File: config.mk
export PLATFORM = sky130hd
export DESIGN_NAME = dmc_req_sequencer
export DESIGN_NICKNAME = d
export VERILOG_FILES = /design/src/rtl/dmc_req_sequencer.sv
export SDC_FILE = /design/constraint.sdc
export NUM_CORES = 1
export LEC_CHECK = 0
export ABC_AREA = 1
export BUFFER_PORTS_ARGS = -buffer_cell sky130_fd_sc_hd__buf_2
export CAP_MARGIN = 10
export CORE_MARGIN = 4
export CORE_UTILIZATION = 33
export DETAILED_ROUTE_END_ITERATION = 7
export PLACE_DENSITY = 0.53
export SYNTH_ARGS = -nofsm -noshare
export SYNTH_HDL_FRONTEND = slang
export SYNTH_SLANG_ARGS = --single-unit
export TNS_END_PERCENT = 10
File: constraint.sdc
create_clock -name clk -period 2.52 [get_ports clk]
set_clock_uncertainty 0.2 [all_clocks]
set_input_delay 0.504 -clock clk [delete_from_list [all_inputs] [get_ports clk]]
set_output_delay 0.504 -clock clk [all_outputs]
set_load 0.005 [all_outputs]
File: src/rtl/dmc_req_sequencer.sv
// Request FIFO and issue sequencer in front of a dual-memory controller.
// Queues host requests, inserts a bubble on read/write turnaround, returns reads.
module dmc_req_sequencer #(
    parameter int DEPTH  = 4,
    parameter int RD_LAT = 3
) (
    input  logic                       clk,
    input  logic                       rst_n,
    input  logic                       req_valid,
    output logic                       req_ready,
    input  logic                       req_we,
    input  logic                       req_sel,
    input  logic [7:0]                 req_addr,
    input  logic [7:0]                 req_wdata,
    output logic                       mem_select,
    output logic                       write_enable,
    output logic [7:0]                 data_ex,
    output logic [7:0]                 add_ex,
    input  logic [7:0]                 data_out,
    output logic                       rsp_valid,
    output logic [7:0]                 rsp_data,
    output logic                       rsp_sel,
    output logic [$clog2(DEPTH):0]     level
);

    localparam int AW = $clog2(DEPTH);
    localparam int LW = AW + 1;

    localparam logic [1:0] IDLE  = 2'd0;
    localparam logic [1:0] ISSUE = 2'd1;
    localparam logic [1:0] TURN  = 2'd2;

    logic [17:0]       fifo [DEPTH];
    logic [AW-1:0]     wr_ptr;
    logic [AW-1:0]     rd_ptr;
    logic [AW-1:0]     rd_nxt;
    logic [LW-1:0]     level_q;
    logic              ready_en;
    logic [1:0]        state;
    logic [1:0]        state_d;
    logic              push;
    logic              pop;
    logic [17:0]       head;
    logic              has_nxt;
    logic              nxt_we;
    logic [RD_LAT-1:0] rd_v;
    logic [RD_LAT-1:0] rd_s;

    assign req_ready = ready_en && (level_q < LW'(DEPTH));
    assign level     = level_q;
    assign push      = req_valid && req_ready;
    assign pop       = (state == ISSUE);
    assign rd_nxt    = rd_ptr + AW'(1);
    assign head      = fifo[rd_ptr];

    // The entry behind the head may be the one being pushed right now.
    assign has_nxt = (level_q > LW'(1)) || push;
    assign nxt_we  = (level_q > LW'(1)) ? fifo[rd_nxt][17] : req_we;

    always_ff @(posedge clk) begin
        if (push) fifo[wr_ptr] <= {req_we, req_sel, req_addr, req_wdata};
    end

    always_comb begin
        state_d = state;
        unique case (state)
            IDLE:    if (level_q != '0) state_d = ISSUE;
            ISSUE: begin
                if (!has_nxt)              state_d = IDLE;
                else if (nxt_we != head[17]) state_d = TURN;
                else                       state_d = ISSUE;
            end
            TURN:    state_d = ISSUE;
            default: state_d = IDLE;
        endcase
    end

    always_ff @(posedge clk or negedge rst_n) begin
        if (!rst_n) begin
            state    <= IDLE;
            wr_ptr   <= '0;
            rd_ptr   <= '0;
            level_q  <= '0;
            ready_en <= 1'b0;
        end else begin
            state    <= state_d;
            ready_en <= 1'b1;
            if (push) wr_ptr <= wr_ptr + AW'(1);
            if (pop)  rd_ptr <= rd_nxt;
            if (push && !pop)      level_q <= level_q + LW'(1);
            else if (pop && !push) level_q <= level_q - LW'(1);
        end
    end

    always_ff @(posedge clk or negedge rst_n) begin
        if (!rst_n) begin
            write_enable <= 1'b0;
            mem_select   <= 1'b0;
            add_ex       <= '0;
            data_ex      <= '0;
        end else begin
            write_enable <= pop && head[17];
            if (pop) begin
                mem_select <= head[16];
                add_ex     <= head[15:8];
                data_ex    <= head[7:0];
            end
        end
    end

    always_ff @(posedge clk or negedge rst_n) begin
        if (!rst_n) begin
            rd_v      <= '0;
            rd_s      <= '0;
            rsp_valid <= 1'b0;
            rsp_data  <= '0;
            rsp_sel   <= 1'b0;
        end else begin
            rd_v[0] <= pop && !head[17];
            rd_s[0] <= head[16];
            for (int i = 1; i < RD_LAT; i++) begin
                rd_v[i] <= rd_v[i-1];
                rd_s[i] <= rd_s[i-1];
            end
            rsp_valid <= rd_v[RD_LAT-1];
            if (rd_v[RD_LAT-1]) begin
                rsp_data <= data_out;
                rsp_sel  <= rd_s[RD_LAT-1];
            end
        end
    end

endmodule

==> results of run 1 <==
cell usage after synthesis:
master and number:
buf_4 2, nand3_1 2, o21ai_1 15, o21ai_0 25, a21oi_1 1, and3_1 1, mux2_2 9, nor2_4 1
inv_2 3, buf_8 2, ha_1 9, clkbuf_1 1, dfrtp_1 44, clkbuf_2 3, buf_12 1, conb_1 1
nand2_1 26, nand3_2 2, nor2_1 98, xnor2_1 1, inv_1 21, nor2_2 1, inv_4 1, buf_6 2
a21boi_2 1, a31oi_1 17, xor2_1 4, buf_2 5, edfxtp_1 72
cell families after synthesis:
group,Yosys count
AOI/OAI and AO/OA,59
xor gates and xnor gates,5
adders and majority gates,9
buffers and inverters,41
DFF,116
muxes,9
other,1
and+or+nand+nor,131
layer usage:
| layer | routed length, um | vias to the layer above | share of wire |
|---|---|---|---|
| li1 | - | 1417 | - |
| met1 | 4010 | 1328 | 0.44 |
| met5 | 0 | - | 0 |
| met4 | 174 | 0 | 0.019 |
| met3 | 342 | 10 | 0.037 |
| met2 | 4680 | 57 | 0.51 |
sequential cells by signal (all words and copies together), names as in the netlist:
name          flops
level             3
fifo             72
add_ex            8
state             2
rd_ptr            2
rsp_data          8
rd_s              3
rd_v              3
write_enable      1
rsp_sel           1
rsp_valid         1
data_ex           8
wr_ptr            2
mem_select        1
ready_en          1
worst max path at each step:
stage	start	endpoint	slack [ps]	depth (start not counted)
floorplan	req_valid	fifo[0][0]	330	4
global placement	req_valid	level[2]	580	7
detailed placement	req_valid	level[2]	520	7
CTS	level[2]	level[2]	610	7
global route	level[2]	level[2]	520	7
finish	level[2]	level[2]	630	7
critical path: cells and delay by family (launching register included):
kind	cells	cell delay (ps)
XOR/XNOR	1	140
AO/OA/AOI/OAI	1	110
AND/OR/NAND/NOR	2	440
adder cells (fa/ha/maj)	1	330
flip-flops	1	420
buffers and inverters	2	140
per-stage QoR:
step           instances  power (mW)  instance area [um^2]   util  hold slack [ps]
2_1_floorplan        371        4.21                  4590      -             8.41
3_3_place_gp         606        4.83                  5110  0.380              133
3_5_place_dp         606        4.87                  5110  0.380              138
4_1_cts              639        7.25                  5700  0.424              101
5_1_grt              639        7.61                  5700  0.424              110
6_report             639        7.13                  5700  0.424              119
power by group through the flow:
| stage | sequential (mW) | combinational (mW) | clock, mW |
|---|---|---|---|
| after CTS | 2.70 | 2.14 | 2.40 |
| after global placement | 2.72 | 2.11 | 0 |
| after detailed placement | 2.74 | 2.13 | 0 |
| after floorplan | 2.72 | 1.49 | 0 |
| final | 2.70 | 2.08 | 2.35 |
| after global routing | 2.75 | 2.38 | 2.48 |
final cells by class:
| cell class | instances | area, um^2 |
|---|---|---|
| sequential | 116 | 3260 |
| clock inverter | 11 | 134 |
| timing repair buffer | 76 | 423 |
| clock buffer | 21 | 450 |
| fill | 1299 | 7750 |
| multi-input combinational | 214 | 1110 |
| tap | 176 | 220 |
| inverter | 25 | 96.3 |
==> reports/metrics.yaml, run 1 <==
synth_xor_area_frac: 0.00953
fin_crit_sh: 0.748
vias: 2812
grt_max_degree: 36
swShare: 0.317
n_antenna_cell: 0
seq_area_frac_synth: 0.710
cts_resized: 0
drt_iter0_markers: 154
fin_crit_ps: 1890
portBuffers: 60
rsz0062_at_grt: "false"
wl_mm: 9.21
layout-drive-gt1-share: 0.270
hold_class: "input pin to register"
cts_htree_levels: 4
synth_fa_ha_area_frac: 0.0245
ios: 61
rows: 42
synth-simple-area-share: 0.113
reg2regPathDepth: 7
dp_hpwl_mm: 6.09
post-cts-setup-buffers: 0
worstSetupEndpointType: "register"
cts-root-buf: "clkbuf_16"
p_leak_nw: 2.34
grt.overflow.total: 0
start_util: 0.342
setup_violations: 0
grt_util_met2: 0.206
r2r_start: "level[2]"
worstHoldPathCells: 1
critPathSlowestCell: "dfrtp_1"
hold_start: "req_addr[1]"
muxShareOfSynthArea: 0.0221
cts-hold-fix-buffers: 1
slew_violations: 0
postSynthRegisterBits: 116
fp.dieArea_mm2: 0.0159
use_met1: 0.140
slowest_delay_ps: 420
syn2layout_area_growth_pct: 24.1
die_w_um: 126
synth_top_family_by_area: "simple AND/OR/NAND/NOR gates"
reg2reg_slack_ps: 630
antenna_found_initial: 0
fin_nets: 488
gr-usage-all-layers: 0.122
worst_slack_ps: 635
busiest_layer: "met2"
cts_sinks: 116
yosys_warnings: 0
syn_nets: 409
clk_pin_slew_ps: 50
place_ws_ps: 519
powerDensity_mw_per_mm2: 1250
p_int_mw: 4.87
drv_cap: 0
seqPwrFrac: 0.378
drc_errors: 0
fmax_ghz: 0.530
vdd_drop_max_mv: 0.494
combPwrFrac: 0.292
fp.dieH_um: 126
arrival_ps: 1980
pwr-share-clk: 0.330
antenna_left: 0
synth_top_area_cell: "edfxtp_1"
cts_tree: "done"
tns_ps: 0
p_sw_mw: 2.26
cp_max_fo: 5
r2r-end: "level[2]"
numCtsBuffers: 17
insertion_delay_ps: 410
crit_type: "register to register"
synth-compound-area-share: 0.0703
grt_pass1_wl_mm: 14.7
yosys-top-cells-area: "edfxtp_1 (47%), dfrtp_1 (24%), nor2_1 (8.0%)"
use_met3: 0.0368
synth_top_area_share: 0.471
grt_pass1_vias: 2905
syn_inst: 371
status: "completed"
worstHoldEndpoint: "fifo[1][9]"
syn-mean-instance-area_um2: 12.4
layout_commonest_cell: "nor2_1"
gp_congestion: 0.734
dr.pass1.iters: 4
post_drt_wl_per_cell_um: 14.4
viasPerCell: 4.40
crit_path_cell_trace: "inv_2 -> and3_1 -> ha_1 -> nor2_1 -> o21ai_0 -> xor2_1 -> inv_1"
final-hold-violation-count: 0
final_cell_mix: "nor2_1 (94), edfxtp_1 (72), buf_2 (60)"
clock_path_buffers: 2
required_ps: 2620
coreArea_mm2: 0.0135
ys_types: 29
cp-start-kind: "register"
synth_area_mm2: 0.00459
Power figures use the tool's default switching activity.
==> run 2, diff against run 1 <==
==> constraint.sdc (replaced) <==
create_clock -name clk -period 1.83 [get_ports clk]
set_clock_uncertainty 0.2 [all_clocks]
set_input_delay 0.366 -clock clk [delete_from_list [all_inputs] [get_ports clk]]
set_output_delay 0.366 -clock clk [all_outputs]
set_load 0.005 [all_outputs]
==> run 2 against run 1 <==
Via count is 3.8% higher. Non-clock buffer count is 26 higher. Global-route usage is 0.16 points higher. Clock-buffer cell count stayed put. Worst setup slack worse by 470 ps. Design area is 6.6% higher. Flip-flop and latch count stayed put. Critical endpoint unchanged. Fmax is 13% higher. Sequential share of layout area is 3.5 points lower. Largest cell class unchanged. Hold slack worse by 75 ps. Total power is 44% higher.
==> reports/metrics.yaml, run 2 (synthesized netlist as in run 1, its figures left out) <==
status: "completed"
critPathSlowestCell: "dfrtp_1"
final-hold-violation-count: 0
worstHoldPathCells: 1
clk_pin_slew_ps: 50
hold_class: "input pin to register"
fin_nets: 514
multi_input_area_mm2: 0.00111
fillCellCount: 1298
crit_type: "register to register"
coreArea_mm2: 0.0135
cts_htree_levels: 4
largest_reg_flops: 72
insertion_delay_ps: 400
worstSetupEndpointType: "register"
viasPerCell: 4.40
worst_slack_ps: 161
fin_crit_ps: 1670
cp-start-kind: "register"
path_common_cell: "nor2_1"
fp.dieArea_mm2: 0.0159
post_drt_wl_per_cell_um: 13.7
crit_path_cell_trace: "inv_2 -> and3_2 -> ha_1 -> nor2_1 -> nor2_1 -> o21ai_1 -> xor2_1 -> inv_1"
reg2reg_slack_ps: 160
layout_commonest_cell: "nor2_1"
drv_cap: 0
grt_pass1_vias: 2909
drt_iter0_markers: 124
numCtsBuffers: 17
wl_mm: 9.12
critical_path.top_delay_family: "flip-flops"
rsz0062_at_grt: "false"
fp.dieH_um: 126
portBuffers: 60
gr-usage-all-layers: 0.124
dp_hpwl_mm: 5.72
hold_start: "req_we"
antenna_found_initial: 0
cp_max_fo: 4
layout-drive-gt1-share: 0.258
powerDensity_mw_per_mm2: 1690
fin_util: 0.452
r2r_start: "level[2]"
slowest_delay_ps: 400
n_antenna_cell: 0
slew_violations: 0
antenna_left: 0
post-cts-setup-buffers: 0
grt_pass1_wl_mm: 14.9
gp_congestion: 0.761
arrival_ps: 1760
start_util: 0.342
vias: 2920
crit_buf_inv: 2
final_cell_mix: "nor2_1 (94), edfxtp_1 (72), buf_2 (60)"
r2r-end: "level[2]"
grt_max_degree: 36
rows: 42
cts_sinks: 116
dr.pass1.iters: 4
drc_errors: 0
cts_tree: "done"
syn2layout_area_growth_pct: 32.3
tns_ps: 0
fmax_ghz: 0.599
grt.overflow.total: 0
clock_path_buffers: 2
seq_area_mm2: 0.00326
setup_violations: 0
required_ps: 1920
p_leak_nw: 2.49
reg2regPathDepth: 8
cts-root-buf: "clkbuf_16"
fin_crit_sh: 0.912
regMostFlops: "fifo"
die_w_um: 126
ios: 61
place_ws_ps: 83.1
vdd_drop_max_mv: 0.750
worstHoldEndpoint: "fifo[0][17]"
## run 2: area by class of cell
cell class                 count  share of cell area
clock buffer                  21              0.0758
clock inverter                10              0.0294
inverter                      25              0.0159
multi-input combinational    214               0.183
sequential                   116               0.537
tap                          176              0.0362
timing repair buffer         102               0.122
## run 2: layer usage
| metal | GRT usage | wire length (um) |
|---|---|---|
| met1 | 0.147 | 4060 |
| met2 | 0.202 | 4450 |
| met3 | 0.0394 | 393 |
| met4 | 0.0625 | 216 |
| met5 | 0 | 0 |
## run 2: timing repair
action	in CTS	in global routing
hold buffers	26	0
gates resized for setup	0	2
setup endpoints to repair	0	1
hold endpoints to repair	88	0
## run 2: through the flow
step	hold slack [ps]	power [mW]	std cells	cell area, um^2
2_1_floorplan	-130	5.81	371	4600
3_3_place_gp	126	6.71	607	5180
3_5_place_dp	130	6.76	607	5180
4_1_cts	16.3	10.4	664	6080
5_1_grt	32.5	11.0	664	6080
6_report	43.3	10.2	664	6080
## run 2: how the worst max path moves through the flow
| stage | end | slack, ps | from | cells after the start |
|---|---|---|---|---|
| CTS | level[2] | 50 | level[2] | 7 |
| finish | level[2] | 160 | level[2] | 8 |
| detailed placement | level[2] | 80 | level[2] | 7 |
| floorplan | fifo[0][0] | -30 | level[2] | 5 |
| global route | level[2] | 30 | level[2] | 8 |
| global placement | level[2] | 120 | req_valid | 7 |
## run 2: where the power goes
group	total, mW	leakage, nW	switching [mW]	internal (mW)
Sequential	3.71	1.17	0.299	3.41
Combinational	2.97	1.01	1.71	1.26
Clock	3.56	0.308	1.09	2.47
Total	10.2	2.49	3.10	7.14
==> run 3, diff against run 2 <==
--- a/config.mk
+++ b/config.mk
@@ -11,6 +11,7 @@
 export CORE_MARGIN = 4
 export CORE_UTILIZATION = 33
 export DETAILED_ROUTE_END_ITERATION = 7
+export HOLD_SLACK_MARGIN = 0.12
 export PLACE_DENSITY = 0.53
 export SYNTH_ARGS = -nofsm -noshare
 export SYNTH_HDL_FRONTEND = slang
==> run 3 against run 2 <==
First-iteration DRC count rose by 13%. Clock power barely moved. Flip-flop and latch count did not move. Hold slack improved by 97 ps. Register-to-register slack barely moved. Sequential power barely moved. Global-route usage barely moved. Sequential share of layout area fell by 0.088 points. Worst setup slack barely moved. Final cell count rose by 0.15%. Non-clock buffer count rose by 1. Critical endpoint unchanged.
==> reports/metrics.yaml, run 3 (synthesized netlist as in run 1, its figures left out) <==
layout_commonest_cell: "nor2_1"
required_ps: 1920
fillCellCount: 1297
clk_pin_slew_ps: 50
reg2reg_slack_ps: 160
cp-start-kind: "register"
fin_crit_ps: 1670
fin_crit_sh: 0.912
insertion_delay_ps: 410
antenna_found_initial: 0
setup_violations: 0
viasPerCell: 4.40
n_antenna_cell: 0
die_w_um: 126
crit_buf_inv: 2
fin_nets: 515
start_util: 0.342
grt_pass1_wl_mm: 14.9
stdcell_area_mm2: 0.00609
status: "completed"
drv_cap: 0
crit_path_cell_trace: "inv_2 -> and3_2 -> ha_1 -> nor2_1 -> nor2_1 -> o21ai_1 -> xor2_1 -> inv_1"
crit_type: "register to register"
vdd_drop_max_mv: 0.751
rsz0062_at_grt: "false"
fp.dieH_um: 126
grt.overflow.total: 0
critical_path.top_delay_family: "flip-flops"
cts_htree_levels: 4
drt_iter0_markers: 140
dp_cells: 607
ios: 61
hold_class: "register to register"
layout-drive-gt1-share: 0.258
reg2regPathDepth: 8
dr.pass1.iters: 4
r2r_start: "level[2]"
slew_violations: 0
largest_reg_flops: 72
cts-root-buf: "clkbuf_16"
clock_path_buffers: 2
finalNonFillerCells: 665
grt_max_degree: 36
r2r-end: "level[2]"
cts_tree: "done"
regMostFlops: "fifo"
post_drt_wl_per_cell_um: 13.7
dp_hpwl_mm: 5.72
critPathSlowestCell: "dfrtp_1"
cp.depth: 8
grt_pass1_vias: 2917
path_common_cell: "nor2_1"
vias: 2925
cts_sinks: 116
wl_mm: 9.13
portBuffers: 60
arrival_ps: 1760
drc_errors: 0
worstHoldEndpoint: "rd_v[1]"
fp.dieArea_mm2: 0.0159
worstHoldPathCells: 0
gr-usage-all-layers: 0.123
numCtsBuffers: 17
rows: 42
powerDensity_mw_per_mm2: 1680
fmax_ghz: 0.599
final-hold-violation-count: 0
antenna_left: 0
final_cell_mix: "nor2_1 (94), edfxtp_1 (72), buf_2 (60)"
cp_max_fo: 4
slowest_delay_ps: 400
worstSetupEndpointType: "register"
coreArea_mm2: 0.0135
p_leak_nw: 2.49
gp_congestion: 0.761
hold_start: "rd_v[0]"
tns_ps: 0
place_area_mm2: 0.00518
syn2layout_area_growth_pct: 32.5
## run 3: timing repair
action	in CTS	in global routing
endpoints found under the setup margin	0	1
gates resized for setup	0	2
hold buffers	27	0
hold endpoints to repair	124	0
buffers inserted	0	0
## run 3: worst max-delay path by stage
stage / startpoint / slack (ps) / end
finish: level[2] / 160 / level[2]
global route: level[2] / 30 / level[2]
CTS: level[2] / 50 / level[2]
detailed placement: level[2] / 80 / level[2]
global placement: req_valid / 120 / level[2]
floorplan: level[2] / -30 / fifo[0][0]
## run 3: power by group
| group | total (mW) | internal [mW] | leakage (nW) | switching (mW) |
|---|---|---|---|---|
| clock | 3.56 | 2.47 | 0.308 | 1.10 |
| combinational | 2.97 | 1.27 | 1.02 | 1.71 |
| sequential | 3.71 | 3.41 | 1.17 | 0.299 |
| total | 10.2 | 7.14 | 2.49 | 3.11 |
## run 3: worst register-to-register path: stages, from the launching register on
cell,delay (ps)
dfrtp_1,400
inv_2,60
and3_2,210
ha_1,240
nor2_1,110
nor2_1,40
o21ai_1,90
xor2_1,160
inv_1,50
## run 3: through the flow
step	worst slack, ps	hold slack (ps)	total power [mW]	util
after global routing	32.4	147	11.0	0.452
after global placement	124	126	6.71	0.385
after detailed placement	83.1	130	6.76	0.385
after CTS	52.8	144	10.4	0.452
final	161	141	10.2	0.452
after floorplan	-32.6	-130	5.81	-
## run 3: metal layers
layer	track usage	vias up	part of all wire
li1	-	1471	-
met1	0.146	1374	0.44
met4	0.0625	0	0.021
met3	0.0394	13	0.044
met2	0.203	67	0.49
met5	0	-	0
## run 3: layout make-up
type                       count  area [um^2]  share of cell area
clock buffer                  21          460              0.0756
clock inverter                10          179              0.0294
inverter                      25         96.3              0.0158
multi-input combinational    214         1110               0.183
sequential                   116         3260               0.536
tap                          176          220              0.0362
timing repair buffer         103          753               0.124
